### src/rtl/ifetch_unit.sv
// Instruction-fetch reader: takes the PC, reads one word from instruction memory
// over a req/ack bus and latches it into the instruction register.
module ifetch_unit #(
  parameter logic [31:0] IMEM_BASE  = 32'h0000_3000,
  parameter int unsigned IMEM_WORDS = 1024,
  parameter int unsigned TIMEOUT    = 16
) (
  input  logic        clk,
  input  logic        rst,
  input  logic        fetch_req,
  input  logic [31:0] pc,
  input  logic        flush,
  output logic        imem_req,
  output logic [31:0] imem_addr,
  input  logic        imem_ack,
  input  logic        imem_err,
  input  logic [31:0] imem_rdata,
  output logic [31:0] ir,
  output logic        ir_valid,
  output logic        fetch_done,
  output logic        fault,
  output logic [1:0]  fault_code
);

  localparam int unsigned CntW = (TIMEOUT > 1) ? $clog2(TIMEOUT) : 1;
  localparam logic [CntW-1:0] CntMax = CntW'(TIMEOUT - 1);
  // 33-bit so that a range ending at the top of the address space cannot overflow.
  localparam logic [32:0] ImemLast = {1'b0, IMEM_BASE} + 33'(IMEM_WORDS) * 33'd4 - 33'd1;

  typedef enum logic [1:0] {StIdle, StBus, StDone, StFault} state_e;

  state_e          state_q;
  logic [CntW-1:0] cnt_q;
  logic            misaligned;
  logic            out_of_range;

  assign misaligned   = |pc[1:0];
  assign out_of_range = (pc < IMEM_BASE) || ({1'b0, pc} > ImemLast);

  always_ff @(posedge clk or negedge rst) begin
    if (!rst) begin
      state_q    <= StIdle;
      cnt_q      <= '0;
      imem_req   <= 1'b0;
      imem_addr  <= '0;
      ir         <= '0;
      ir_valid   <= 1'b0;
      fetch_done <= 1'b0;
      fault      <= 1'b0;
      fault_code <= 2'b00;
    end else if (flush) begin
      // Abort wins over any same-cycle ack; ir deliberately keeps its value.
      state_q    <= StIdle;
      cnt_q      <= '0;
      imem_req   <= 1'b0;
      ir_valid   <= 1'b0;
      fetch_done <= 1'b0;
      fault      <= 1'b0;
      fault_code <= 2'b00;
    end else begin
      fetch_done <= 1'b0;
      case (state_q)
        StIdle: begin
          if (fetch_req) begin
            ir_valid <= 1'b0;
            if (misaligned) begin
              fault      <= 1'b1;
              fault_code <= 2'b01;
              state_q    <= StFault;
            end else if (out_of_range) begin
              fault      <= 1'b1;
              fault_code <= 2'b10;
              state_q    <= StFault;
            end else begin
              imem_addr <= pc;
              cnt_q     <= '0;
              imem_req  <= 1'b1;
              state_q   <= StBus;
            end
          end
        end
        StBus: begin
          if (imem_ack) begin
            imem_req <= 1'b0;
            if (imem_err) begin
              fault      <= 1'b1;
              fault_code <= 2'b11;
              state_q    <= StFault;
            end else begin
              ir         <= imem_rdata;
              ir_valid   <= 1'b1;
              fetch_done <= 1'b1;
              state_q    <= StDone;
            end
          end else if (cnt_q == CntMax) begin
            imem_req   <= 1'b0;
            fault      <= 1'b1;
            fault_code <= 2'b11;
            state_q    <= StFault;
          end else begin
            cnt_q <= cnt_q + 1'b1;
          end
        end
        StDone:  state_q <= StIdle;
        StFault: state_q <= StFault;
        default: state_q <= StIdle;
      endcase
    end
  end

endmodule
### config.mk
export PLATFORM = sky130hd
export DESIGN_NAME = ifetch_unit
export DESIGN_NICKNAME = d
export VERILOG_FILES = /design/src/rtl/ifetch_unit.sv
export SDC_FILE = /design/constraint.sdc
export NUM_CORES = 1
export LEC_CHECK = 0
export BUFFER_PORTS_ARGS = -buffer_cell sky130_fd_sc_hd__clkbuf_2
export CORE_MARGIN = 2
export CORE_UTILIZATION = 28
export DETAILED_ROUTE_END_ITERATION = 10
export SLEW_MARGIN = 0
export SYNTH_ARGS = -nofsm -noshare
export SYNTH_HDL_FRONTEND = slang
export SYNTH_SLANG_ARGS = --single-unit
### constraint.sdc
create_clock -name clk -period 2.41 [get_ports clk]
set_input_delay 0.482 -clock clk [delete_from_list [all_inputs] [get_ports clk]]
set_output_delay 0.482 -clock clk [all_outputs]
set_load 0.02 [all_outputs]
==> impl_metrics.ini, run 1 <==
[cells_and_area]
fillers = 1028
drive_gt1_share_pct = 55.80
area_growth_pct = 37.04
nNetsFinal = 437
num_antenna_cells = 0

[clock_network]
ctsHtreeMaxLevel = 3
ctsHoldBuffers = 0
cts_tree = built
cts_buffers = 9
cts_buffer_depth = 2
clkLatencyLatePin_ps = 340
clk_pin_slew_ps = 80
cts_root_buf = clkbuf_8
cts_sinks = 76
postCtsSetupRepairBufs = 0
cts_resized = 0

[setup_path]
rr_startpoint = state_q[1]
endpoint_kind = register
crit_required_ps = 2660
cp-start-kind = input port
cpMaxStageDelayCell = or4_1
cpPeakStageDelay_ps = 520
crit_chain = clkbuf_2 -> or4_1 -> nor3_2 -> nand4_2 -> buf_4 -> or4b_1 -> o21ai_0
crit_type = input port to register
path_max_fanout = 6
crit_path_start = pc[19]
cp.arrival_ps = 2220

[floorplanning]
dieArea_um2 = 11460
die_w_um = 107.0
die_y_um = 107.0
ios = 140
start_util_pct = 28.80
core_area_um2 = 10320
row_count = 37

[global_routing]
track_usage_pct = 12.01
grt_antenna_before_repair = 0
overflow = 0
first_global_vias = 2301
grt_max_degree = 43
grt_pass1_wl_mm = 10.86

[synthesis]
synth_top_area_share_pct = 63.97
yosysSeqAreaShare_pct = 63.97
synth_cells = 219
synth-edff-count = 0
yosysTopAreaCell = dfrtp_1
ys.flop_type = dfrtp_1
async_reset_ff_share_pct = 100.0
syn_area_per_cell_um2 = 13.57
synth-seq-cells = 76
ys_top_cells_by_area = dfrtp_1 (64%), mux2_2 (16%), nor2b_1 (4.6%)
synth.distinct_cells = 35
syn_nets = 290
syn_area_um2 = 2973
ys_warn_count = 0

[sta]
whs_ps = 89.07
hold_violations = 0
final-max-slew-violation-count = 0
fmax_mhz = 509.1
tightest_slew_ps = 474.2
fin_skew_ps = 5.659
setup_tns_ps = 0
rsz0062_at_grt = false
period_minus_slack_ps = 1964
setup_viol = 0
slew_headroom_pct = 68.38
finalCritPeriodShare_pct = 81.51

[route]
wl_per_cell_um = 12.87
wl_mm = 6.526
drt-initial-drc-count = 63
ant_nets = 0
viasPerCell = 4.371
drc_errors = 0
drt_pass1_iterations = 4
via_count = 2216

[run]
maxCapViolCount = 0

[min_path]
holdCritPathClass = input port to async pin

[power]
power_density_nw_per_um2 = 821.0
power.total_mw = 3.345
ir_worst_vdd_v = 0.0004733
leakage_nw = 2.224

[place]
port_buffers = 139
hpwl_mm = 4.919
gp_congestion = 0.7780

[run_status]
status = complete, no violations
kinds of logic after synthesis:
family / after synthesis / synth area share, %
buffers and inverters: 18 / 2.610
muxes: 45 / 16.92
and+or+nand+nor: 61 / 12.33
AOI/OAI and AO/OA: 18 / 3.746
DFF: 76 / 63.97
adders and majority gates: 1 / 0.4208
layout by cell type (no fill, tap or decap), drive strengths merged:
cell type  synthesis  final
a32oi              1      1
and2               1      1
and3               2      2
dfrtp             76     76
nor2b             22     22
or2                2      2
clkinv             0      1
ha                 1      1
bufinv             0      1
clkinvlp           0      3
nor3               3      3
o211ai             1      1
mux2i              3      3
a21o               1      1
nand3              4      4
a21oi              7      7
or4b               1      1
inv               10     11
nor4               4      4
a211oi             1      1
o21ai              3      3
nand4              3      3
buf                6      6
nand2              7      7
nor2               8      8
mux2              42     42
and4               1      1
nand2b             1      1
or4                2      2
a311oi             1      1
clkbuf             2    148
o41ai              1      1
a31oi              2      2
cell usage after synthesis (2+ instances only):
master and n:
a21oi_1 7, a31oi_1 2, and3_1 2, buf_1 3, buf_2 2, clkbuf_1 2
dfrtp_1 76, inv_1 10, mux2_2 42, mux2i_1 3, nand2_1 7, nand3_1 4
nand4_1 2, nor2_1 8, nor2b_1 22, nor4_1 4, o21ai_0 3, or2_2 2
or4_1 2
sequential cells by signal, summed over array words and instances, names as in the netlist:
register    count
imem_addr      32
ir             32
state_q         2
fault           1
imem_req        1
fault_code      2
cnt_q           4
ir_valid        1
fetch_done      1
stage by stage:
stage / instance area, um^2 / setup slack, ps / util, % / cells
3_3_place_gp: 3864 / 109.2 / 37.43 / 491
6_report: 4074 / 445.6 / 39.46 / 507
5_1_grt: 4074 / 399.1 / 39.46 / 507
3_5_place_dp: 3864 / 79.27 / 37.43 / 491
2_1_floorplan: 2973 / 139.7 / - / 219
4_1_cts: 4074 / 466.1 / 39.46 / 507
power by group:
group	internal, mW	switching, mW	total (mW)
registers	1.47	0.115	1.59
logic	0.317	0.434	0.751
clock network	0.515	0.493	1.01
metal layers:
metal | vias up | wire, um | track usage [%]
li1 | 1058 | - | -
met1 | 1077 | 2829 | 14.43
met2 | 74 | 3164 | 20.12
met3 | 7 | 471 | 3.951
met4 | 0 | 59 | 4.174
met5 | - | 0 | 0
worst max-delay path: cells and delay by family:
kind            cells  cell delay (ps)
buf+inv             2              280
compound gates      1              100
simple gates        4             1350
final timing paths:
path	slack (ps)	endpoint	depth (start not counted)
worst min register to register	480	imem_addr[13]	1
worst max register to register	650	fault_code[0]	6
worst max-delay path	450	fault_code[0]	7
max in group asynchronous	1740	ir[0]	2
min in group clk	370	ir[21]	2
worst min-delay path	90	imem_addr[10]	1
final cells by class:
cell class / count / area, um^2 / share of cell area (%)
clock buffer: 10 / 137.6 / 3.378
sequential: 76 / 1902 / 46.68
timing repair buffer: 144 / 760.7 / 18.67
multi-input combinational: 125 / 993.5 / 24.39
inverter: 10 / 37.54 / 0.9214
tap: 136 / 170.2 / 4.177
clock inverter: 6 / 72.57 / 1.781
Power figures use the tool's default switching activity.
==> inputs of run 2 (changes only) <==
==> constraint.sdc (replaced) <==
create_clock -name clk -period 2 [get_ports clk]
set_input_delay 0.4 -clock clk [delete_from_list [all_inputs] [get_ports clk]]
set_output_delay 0.4 -clock clk [all_outputs]
set_load 0.02 [all_outputs]
==> impl_metrics.ini, run 2 (synthesis results as in run 1) <==
[sta]
fin_ws_ps = 103.3
slew_headroom_pct = 69.39
period_minus_slack_ps = 1897
hold_violations = 0
tightest_slew_ps = 459.2
finalCritPeriodShare_pct = 94.84
fin_skew_ps = 9.732
rsz0062_at_grt = false
fmax_mhz = 527.2
setup_viol = 0
final-max-slew-violation-count = 0

[cells_and_area]
num_antenna_cells = 0
final_cell_mix = clkbuf_2 (138), dfrtp_1 (76), mux2_2 (42)
finish.utilization_pct = 39.84
mostFrequentLayoutCell = clkbuf_2
area_growth_pct = 38.34
largestRegisters = imem_addr (32), ir (32), cnt_q (4)
fillers = 998
nNetsFinal = 441
drive_gt1_share_pct = 56.27

[setup_path]
rrSetupSlack_ps = 290
cp-start-kind = input port
r2r_cells = 6
reg2reg_to = fault_code[1]
endpoint_kind = register
path_max_fanout = 19
cp.arrival_ps = 2120
crit_type = input port to register
crit_required_ps = 2220
rr_startpoint = cnt_q[0]

[power]
clkPwrFrac_pct = 29.1
leakage_nw = 2.251
p_sw_mw = 1.232
intPower_mw = 2.744
combPwrFrac_pct = 22.9
power_density_nw_per_um2 = 966.6
p_sw_share_pct = 30.99
ir_worst_vdd_v = 0.0004665
seq_power_share_pct = 48.0

[route]
ant_nets = 0
wl_mm = 6.340
drt_pass1_iterations = 4
via_count = 2175
drt-initial-drc-count = 54
viasPerCell = 4.256
drc_errors = 0
wl_per_cell_um = 12.41

[clock_network]
cts_root_buf = clkbuf_8
cts_buffer_depth = 2
cts_resized = 0
ctsHtreeMaxLevel = 3
cts_tree = built
clk_pin_slew_ps = 90
cts_buffers = 9
clkLatencyLatePin_ps = 340
cts_sinks = 76

[min_path]
holdCritPathClass = input port to register
hold_depth = 2
min_from = imem_rdata[29]
holdPathEnd = ir[29]

[place]
gp_congestion = 0.7993
port_buffers = 139
hpwl_mm = 4.877
pre_cts_ws_ps = -267.7

[global_routing]
grt_antenna_before_repair = 0
overflow = 0
grt_max_degree = 44
first_global_vias = 2148
grt_pass1_wl_mm = 10.40
track_usage_pct = 11.53

[floorplanning]
ios = 140
row_count = 37
core_area_um2 = 10320
die_w_um = 107.0
dieArea_um2 = 11460
die_y_um = 107.0
start_util_pct = 28.80

[run]
maxCapViolCount = 0

[run_status]
status = complete, no violations
run 2: worst max-delay path by stage:
stage                start            end  slack [ps]  cells past startpoint
floorplan           pc[19]  imem_addr[10]        -170                      6
global placement    pc[19]   imem_addr[6]        -220                      7
detailed placement  pc[19]   imem_addr[4]        -270                      7
CTS                 pc[19]   imem_addr[4]         110                      7
global route        pc[19]   imem_addr[4]          20                      7
finish              pc[19]   imem_addr[4]         100                      7
run 2: cell type report:
| type | instances | area [um^2] | share of cell area [%] |
|---|---|---|---|
| Multi-Input combinational cell | 125 | 997.2 | 24.25 |
| Inverter | 10 | 37.54 | 0.9127 |
| Sequential cell | 76 | 1902 | 46.24 |
| Clock buffer | 9 | 123.9 | 3.012 |
| Tap cell | 136 | 170.2 | 4.138 |
| Clock inverter | 7 | 76.32 | 1.856 |
| Timing Repair Buffer | 148 | 805.8 | 19.59 |
run 2: worst max-delay path, stage by stage:
cell and delay (ps):
clkbuf_2 80, or4_4 520, nor3_2 190, nand4_2 160, nor3_4 240, buf_12 180
mux2_2 340
run 2: power by group through the flow:
stage	Clock (mW)	Sequential, mW	Combinational, mW
6_report	1.16	1.91	0.912
5_1_grt	1.29	1.94	0.992
3_3_place_gp	0	1.93	0.919
2_1_floorplan	0	2.19	0.267
3_5_place_dp	0	1.94	0.928
4_1_cts	1.21	1.91	0.929
run 2: metrics by stage:
stage,std cells,hold WS (ps),TNS (ps),power (mW),instance area [um^2]
6_report,511,281.6,0,3.975,4113
5_1_grt,511,253.9,0,4.228,4113
4_1_cts,511,262.0,0,4.053,4113
3_5_place_dp,494,380.2,-5141,2.868,3902
3_3_place_gp,494,384.1,-4059,2.848,3902
2_1_floorplan,219,104.4,-1445,2.461,2977
run 2: timing repair:
item,in CTS,in global routing
setup buffers,0,0
hold endpoints to repair,3,0
hold buffers,1,0
run 2: per-layer routing:
| metal | track usage [%] | share of wire, % | up-vias |
|---|---|---|---|
| li1 | - | - | 1060 |
| met1 | 14.28 | 42 | 1031 |
| met2 | 18.44 | 49 | 77 |
| met3 | 4.073 | 7.3 | 7 |
| met4 | 4.360 | 1.0 | 0 |
| met5 | 0 | 0 | - |
